`src/rtl/downstream_vc_tracker.sv`:
```
// -----------------------------------------------------------------------------
// downstream_vc_tracker
//
// Purpose:
//   Per-output-port tracker of downstream virtual-channel ownership and credits.
//   Each downstream VC v (v = port*VC_NUM + vc) owns a small FSM
//   {IDLE, ACTIVE, DRAINING} and a credit counter that starts at BUFFER_SIZE.
//   A VC reads as idle only when no packet owns it and every credit is home,
//   so the VC allocator can safely reclaim it.
//
// Ports:
//   clk                  clock
//   rst                  synchronous, active-high reset
//   vc_alloc_i           [VC_TOTAL]           grant of downstream VC v this cycle
//   flit_sent_i          [PORT_NUM]           a flit leaves output port p
//   flit_sent_vc_i       [PORT_NUM][VC_SIZE]  downstream VC of that flit
//   flit_sent_tail_i     [PORT_NUM]           that flit is a tail (or head-tail)
//   credit_valid_i       [PORT_NUM]           one credit returned on port p
//   credit_vc_i          [PORT_NUM][VC_SIZE]  VC of the returned credit
//   idle_downstream_vc_o [VC_TOTAL]           VC v is IDLE
//   has_credit_o         [VC_TOTAL]           credit counter of VC v is non-zero
//   error_o                                   sticky protocol error
//   state_dbg_o          [2*VC_TOTAL]         FSM state of VC v at bits [2v+1:2v]
//                                             (0 = IDLE, 1 = ACTIVE, 2 = DRAINING)
//
// Handshake: all inputs are single-cycle event pulses sampled on the rising
// edge; there is no back-pressure. Outputs are decoded from registers, so any
// input event is visible one cycle later.
//
// Configuration macro: VC_TRACKER_CHECK_EN
//   Defined   - illegal events set error_o until rst and report with $error.
//   Undefined - no checking logic, error_o tied to 0.
//   Counter saturation is present in both builds.
// -----------------------------------------------------------------------------
module downstream_vc_tracker #(
  parameter int  VC_TOTAL    = 10,
  parameter int  PORT_NUM    = 5,
  parameter int  VC_NUM      = 2,
  parameter int  BUFFER_SIZE = 8,
  localparam int VC_SIZE     = (VC_NUM > 1) ? $clog2(VC_NUM) : 1,
  localparam int CNT_W       = $clog2(BUFFER_SIZE + 1)
) (
  input  logic                             clk,
  input  logic                             rst,
  input  logic [VC_TOTAL-1:0]              vc_alloc_i,
  input  logic [PORT_NUM-1:0]              flit_sent_i,
  input  logic [PORT_NUM-1:0][VC_SIZE-1:0] flit_sent_vc_i,
  input  logic [PORT_NUM-1:0]              flit_sent_tail_i,
  input  logic [PORT_NUM-1:0]              credit_valid_i,
  input  logic [PORT_NUM-1:0][VC_SIZE-1:0] credit_vc_i,
  output logic [VC_TOTAL-1:0]              idle_downstream_vc_o,
  output logic [VC_TOTAL-1:0]              has_credit_o,
  output logic                             error_o,
  output logic [2*VC_TOTAL-1:0]            state_dbg_o
);

  typedef enum logic [1:0] {
    ST_IDLE     = 2'd0,
    ST_ACTIVE   = 2'd1,
    ST_DRAINING = 2'd2
  } vc_state_e;

  localparam logic [CNT_W-1:0] CNT_FULL = CNT_W'(BUFFER_SIZE);

  logic [VC_TOTAL-1:0] illegal_ev;

  for (genvar v = 0; v < VC_TOTAL; v++) begin : g_vc
    localparam int                P  = v / VC_NUM;
    localparam logic [VC_SIZE-1:0] VC = VC_SIZE'(v % VC_NUM);

    vc_state_e        state_q, state_d;
    logic [CNT_W-1:0] cnt_q, cnt_d;
    logic             dec, inc, tail;

    assign dec  = flit_sent_i[P] && (flit_sent_vc_i[P] == VC);
    assign inc  = credit_valid_i[P] && (credit_vc_i[P] == VC);
    assign tail = dec && flit_sent_tail_i[P];

    // Counter: simultaneous send and credit cancel; otherwise saturate.
    always_comb begin
      cnt_d = cnt_q;
      if (dec && !inc) begin
        cnt_d = (cnt_q == '0) ? '0 : cnt_q - 1'b1;
      end else if (inc && !dec) begin
        cnt_d = (cnt_q == CNT_FULL) ? CNT_FULL : cnt_q + 1'b1;
      end
    end

    // State transitions look at the post-update counter, so a tail whose
    // credit returns on the same edge releases the VC immediately.
    always_comb begin
      state_d = state_q;
      unique case (state_q)
        ST_IDLE: begin
          if (vc_alloc_i[v]) state_d = ST_ACTIVE;
        end
        ST_ACTIVE: begin
          if (tail) state_d = (cnt_d == CNT_FULL) ? ST_IDLE : ST_DRAINING;
        end
        ST_DRAINING: begin
          if (cnt_d == CNT_FULL) state_d = ST_IDLE;
        end
        default: state_d = ST_IDLE;
      endcase
    end

    always_ff @(posedge clk) begin
      if (rst) begin
        state_q <= ST_IDLE;
        cnt_q   <= CNT_FULL;
      end else begin
        state_q <= state_d;
        cnt_q   <= cnt_d;
      end
    end

    assign illegal_ev[v] = (vc_alloc_i[v] && (state_q != ST_IDLE))
                         || (dec && (state_q != ST_ACTIVE))
                         || (dec && (cnt_q == '0))
                         || (inc && (cnt_q == CNT_FULL));

`ifdef VC_TRACKER_CHECK_EN
`ifndef SYNTHESIS
    always_ff @(posedge clk) begin
      if (!rst && illegal_ev[v]) begin
        $error("%0t: downstream_vc_tracker illegal event on VC %0d", $time, v);
      end
    end
`endif
`endif

    assign idle_downstream_vc_o[v] = (state_q == ST_IDLE);
    assign has_credit_o[v]         = (cnt_q != '0);
    assign state_dbg_o[2*v +: 2]   = state_q;
  end

`ifdef VC_TRACKER_CHECK_EN
  logic error_q;

  always_ff @(posedge clk) begin
    if (rst) error_q <= 1'b0;
    else     error_q <= error_q | (|illegal_ev);
  end

  assign error_o = error_q;
`else
  // Illegal events are computed only to keep the per-VC logic uniform;
  // they do not drive anything in this build.
  logic unused_illegal;
  assign unused_illegal = |illegal_ev;
  assign error_o        = 1'b0;
`endif

endmodule

```
`config.mk`:
```
export PLATFORM = sky130hd
export DESIGN_NAME = downstream_vc_tracker
export DESIGN_NICKNAME = d
export VERILOG_FILES = /design/src/rtl/downstream_vc_tracker.sv
export SDC_FILE = /design/constraint.sdc
export NUM_CORES = 1
export LEC_CHECK = 0
export ABC_CLOCK_PERIOD_IN_PS = 4800
export CELL_PAD_IN_SITES_DETAIL_PLACEMENT = 0
export CELL_PAD_IN_SITES_GLOBAL_PLACEMENT = 2
export CORE_UTILIZATION = 30
export DETAILED_ROUTE_END_ITERATION = 8
export PLACE_DENSITY_LB_ADDON = 0.1
export RECOVER_POWER = 100
export SYNTH_ARGS = -nofsm -noshare
export SYNTH_HDL_FRONTEND = slang
export SYNTH_SLANG_ARGS = --single-unit
```
`constraint.sdc`:
```
create_clock -name clk -period 4.8 [get_ports clk]
set_clock_uncertainty 0.1 [all_clocks]
set_input_delay 1.2 -clock clk [delete_from_list [all_inputs] [get_ports clk]]
set_output_delay 1.2 -clock clk [all_outputs]
set_load 0.05 [all_outputs]
```
**Word level (Yosys, flattened, before mapping)**

Index checks and enable logic that the tools add are counted.

- Output and inout port bits: 41
- Bits in registers: 60

- Reductions and logical operators: 110
- $add $sub $neg: 20
- Bitwise gates (word level): 10
- Equality and inequality tests: 70
- Mux-type cells: 90

Operators with widths:

| cell | number |
|---|---|
| 2-to-1 mux 4 bit | 40 |
| == test 4 bit (second input constant) | 20 |
| 2-to-1 mux 2 bit | 40 |
| != test 2 bit (second input constant) | 30 |
| case mux 2 bit (3 select lines) | 10 |
| logical AND 1 bit | 50 |
| adder 4 x 1 -> 4 bit (second input constant) | 10 |
| logical NOT 4 bit | 10 |
| nonzero test 4 bit | 10 |
| subtractor 4 x 1 -> 4 bit (second input constant) | 10 |
| AND reduction 3 bit | 10 |
| == test 2 x 1 -> 1 bit (second input constant) | 10 |
| == test 2 bit (second input constant) | 10 |
| logical NOT 1 bit | 20 |
| logical NOT 2 bit | 10 |
| inverter 1 bit | 10 |

**Logic depth before layout (Yosys ltp)**

- Depth in word-level cells: 10
- Gate-level depth with buffers: 7

**Worst setup path before layout**

OpenSTA, ideal clock, no wires.

- Path type: input to register
- Start point: input port credit_valid_i[0]
- End point: register g_vc[0].state_q[1]
- Arrival: 2.481 ns
- Cell stages on the path: 6
- Data required time: 4.575 ns
- Setup slack: 2.094 ns
- Path through: nor2b_2 -> and2_4 -> buf_6 -> a22o_1 -> mux2_4 -> o41a_1

- Word-level cells in the longest chain between the ends: 8

RTL lines:

| item | line | source |
|---|---|---|
| start: declaration | 49 | `input logic [PORT_NUM-1:0] credit_valid_i,` |
| logical AND 1 bit * | 76 | `assign inc = credit_valid_i[P] && (credit_vc_i[P] == VC);` |
| logical AND 1 bit / logical NOT 1 bit (equally long branches) | 84, 82 |  |
| 2-to-1 mux 4 bit / logical AND 1 bit (equally long branches) | 84, 82 |  |
| 2-to-1 mux 4 bit * | 82 | `if (dec && !inc) begin` |
| == test 4 bit * | 98, 101 |  |
| 2-to-1 mux 2 bit (2 in series) | 98 | `if (tail) state_d = (cnt_d == CNT_FULL) ? ST_IDLE : ST_DRAINING;` |
| case mux 2 bit (3 select lines) | 93 | `unique case (state_q)` |
| end signal: assignment | 112 | `state_q <= state_d;` |
| end: declaration | 71 | `vc_state_e state_q, state_d;` |

Mark *: on every way between the ends. The rest lies on a longest branch, timed or not. The select of a mux whose other input is x is not followed.
A chain may end at the register's enable or synchronous reset.

**Final worst setup path**

- Start point: register g_vc[3].cnt_q[0]
- End point: output port has_credit_o[3]

- Word-level cells in the longest chain between the ends: 1

RTL lines:

| item | line | source |
|---|---|---|
| start: declaration | 72 | `logic [CNT_W-1:0] cnt_q, cnt_d;` |
| start signal: assignment | 113 | `cnt_q <= cnt_d;` |
| nonzero test 4 bit | 133 | `assign has_credit_o[v] = (cnt_q != '0);` |
| end: declaration | 52 | `output logic [VC_TOTAL-1:0] has_credit_o,` |

Every way passes these cells.

==> results.py <==
metrics = {
    "cts": {
        "cts_setup_buffers": 0,
        "clock_sinks": 60,
        "clock_latency_ns": 0.33,
        "cts_buffer_depth": 2,
        "cts_root_buf": "clkbuf_16",
        "cts.hold.buffers_added": 0,
        "clk_pin_slew_ns": 0.05,
        "htreeDepth": 3,
        "ctsResizeCount": 0,
        "numCtsBuffers": 9,
        "cts_tree": "built",
    },
    "sta": {
        "slew_violations": 39,
        "holdWs_ns": 0.401,
        "fin_crit_sh_pct": 75.7,
        "fmax_mhz": 275,
        "final.setup.tns_ns": 0,
        "hold_viol": 0,
        "worstMarginPinSlew_ns": 1.76,
        "rsz0062_at_grt": "false",
        "relSlewSlack_pct": -17.6,
        "setup_viol": 0,
        "fin_crit_ns": 3.63,
    },
    "layout": {
        "nNetsFinal": 684,
        "nFillCells": 1463,
        "seq_area_um2": 1200,
        "synthToLayoutAreaGrowth_pct": 25.4,
        "multi_input_area_um2": 2880,
        "antenna_cells": 0,
        "final_cell_mix": "dfxtp_1, nor2_1, dlygate4sd3_1",
        "layout-drive-gt1-share_pct": 5.79,
        "layout.cells.most_common": "dfxtp_1",
    },
    "placement": {
        "gp_congestion": 0.814,
        "portBuffers": 76,
        "place_hpwl_um": 8300,
    },
    "routing": {
        "routed_wl_um": 10900,
        "remaining_drc_errors": 0,
        "vias_per_cell": 5.16,
        "firstDrtPassIters": 4,
        "first_iter_violations": 151,
        "ant_nets": 0,
        "vias": 4141,
        "post_drt_wl_per_cell_um": 13.6,
    },
    "grt": {
        "met3_usage_pct": 3.18,
        "met2_usage_pct": 25.7,
        "busiest_layer": "met2",
        "antenna_found_initial": 0,
        "grt_pass1_wl_um": 18100,
        "grt_util_met1_pct": 18.4,
        "grt_max_degree": 39,
        "grt.total_usage_pct": 15.2,
        "grt_pass1_vias": 3932,
        "grt_overflow": 0,
    },
    "flow_run": {
        "maxCapViolations": 1,
    },
    "yosys": {
        "synth-edff-count": 0,
        "syn_avg_cell_area_um2": 7.92,
        "synth_ff_type": "dfxtp_1",
        "async_reset_ff_share_pct": 0,
        "synth_seq_cells": 60,
        "yosys_warnings": 0,
        "synth_fp_nets": 621,
        "synth.cell_area_um2": 4390,
        "yosysSeqAreaShare_pct": 27.4,
        "synth.distinct_cells": 65,
        "syn_inst": 554,
    },
    "critical_path": {
        "cp-endpoint": "has_credit_o[3]",
        "r2r-end": "g_vc[3].state_q[1]$_SDFFE_PP0P_",
        "crit_fanout": 6,
        "r2r-start": "g_vc[3].cnt_q[0]$_SDFF_PP0_",
        "cp.arrival_ns": 2.33,
        "cp-start-kind": "flop",
        "regToRegSetupSlack_ns": 2.59,
        "reg2reg_depth": 7,
        "crit_type": "flop to output port",
        "critPathRequiredTime_ns": 3.50,
        "cp-end-kind": "output port",
        "crit_start": "g_vc[3].cnt_q[0]$_SDFF_PP0_",
    },
    "floorplan": {
        "chipHeight_um": 123,
        "dieArea_um2": 15100,
        "dieWidth_um": 123,
        "initial_core_util_pct": 31.1,
        "row_count": 43,
        "io_pins": 78,
        "coreArea_um2": 14100,
    },
    "power": {
        "p_per_area_nw_per_um2": 314,
        "ir_drop_v": 0.000177,
        "totalPowerFinal_mw": 1.73,
        "power_leakage_nw": 2.13,
    },
    "outcome": {
        "status": "finished with violations",
        "violations": "max-capacitance violations, max-slew violations",
    },
    "min_path": {
        "min_path_type": "flop to flop",
    },
}
## stage by stage
stage               instance area, um2  util, %  worst slack (ns)  instances
floorplan                         4390        -              2.09        554
global placement                  5230     37.1              1.54        786
detailed placement                5230     37.1              1.53        786
CTS                               5510     39.1              1.20        802
global route                      5510     39.1              1.01        802
finish                            5510     39.1              1.17        802
## layer usage
layer  wire, um  part of all wire (%)  up-vias
met2       5150                    47       80
met5          0                     0        -
met4        260                   2.4        0
met1       5090                    47     1932
met3        390                   3.6       19
li1           -                     -     2110
## state kept, by name (all words and copies together), names as in the netlist
name          cells
g_vc.state_q     20
g_vc.cnt_q       40
## worst min-delay path by stage
stage | from | end | slack, ns | cells past startpoint
floorplan | g_vc[2].cnt_q[1]$_SDFF_PP0_ | g_vc[2].cnt_q[1]$_SDFF_PP0_ | 0.43 | 2
global placement | g_vc[8].state_q[1]$_SDFFE_PP0P_ | g_vc[8].state_q[0]$_SDFFE_PP0P_ | 0.40 | 1
detailed placement | g_vc[8].state_q[1]$_SDFFE_PP0P_ | g_vc[8].state_q[0]$_SDFFE_PP0P_ | 0.40 | 1
CTS | g_vc[0].state_q[1]$_SDFFE_PP0P_ | g_vc[0].state_q[0]$_SDFFE_PP0P_ | 0.42 | 1
global route | g_vc[0].state_q[1]$_SDFFE_PP0P_ | g_vc[0].state_q[0]$_SDFFE_PP0P_ | 0.44 | 1
finish | g_vc[8].state_q[1]$_SDFFE_PP0P_ | g_vc[8].state_q[0]$_SDFFE_PP0P_ | 0.40 | 1
## cell type report
type                            count  area share (%)
Sequential cell                    60            21.8
Clock buffer                       15            5.05
Inverter                           41            2.80
Tap cell                          180            4.09
Timing Repair Buffer               77            13.8
Multi-Input combinational cell    428            52.4
Clock inverter                      1          0.0909
## critical path: stages (launching register included)
cell and delay, ns:
dfxtp_1 0.36, inv_1 0.13, ha_1 0.25, or3b_2 0.49
dlygate4sd3_1 0.78
## cells by family after synthesis
| family | after synthesis | synth area share [%] |
|---|---|---|
| mux | 16 | 3.85 |
| simple gates | 231 | 28.2 |
| flops | 60 | 27.4 |
| xor+xnor | 24 | 4.79 |
| compound gates | 126 | 20.2 |
| buf+inv | 66 | 6.93 |
| fa+ha+maj | 30 | 8.55 |
| other cells | 1 | 0.0854 |
## cells in the mapped netlist, types with 7 or more instances
master    count  area, um2
a211oi_1     10       75.1
a21oi_1      33        165
a311oi_1      8       70.1
and2_1        7       43.8
and3_1       12       75.1
buf_4        11       82.6
clkbuf_1     12       45.0
dfxtp_1      60       1200
ha_1         30        375
inv_1        41        154
mux2i_1      12        120
nand2_1      25       93.8
nand2b_1     17        106
nand3_1      23        115
nor2_1       55        206
nor2b_1      19        119
nor3_1       23        115
nor4_1        8       50.1
o21ai_0      17       85.1
or2_2        12       75.1
xnor2_1      23        201
## power breakdown
| part | total (mW) | switching (mW) | leakage (nW) | internal (mW) |
|---|---|---|---|---|
| clock | 0.613 | 0.222 | 0.140 | 0.391 |
| sequential | 0.602 | 0.0600 | 0.493 | 0.542 |
| combinational | 0.514 | 0.301 | 1.50 | 0.214 |
| total | 1.73 | 0.583 | 2.13 | 1.15 |
Power figures use the tool's default switching activity.
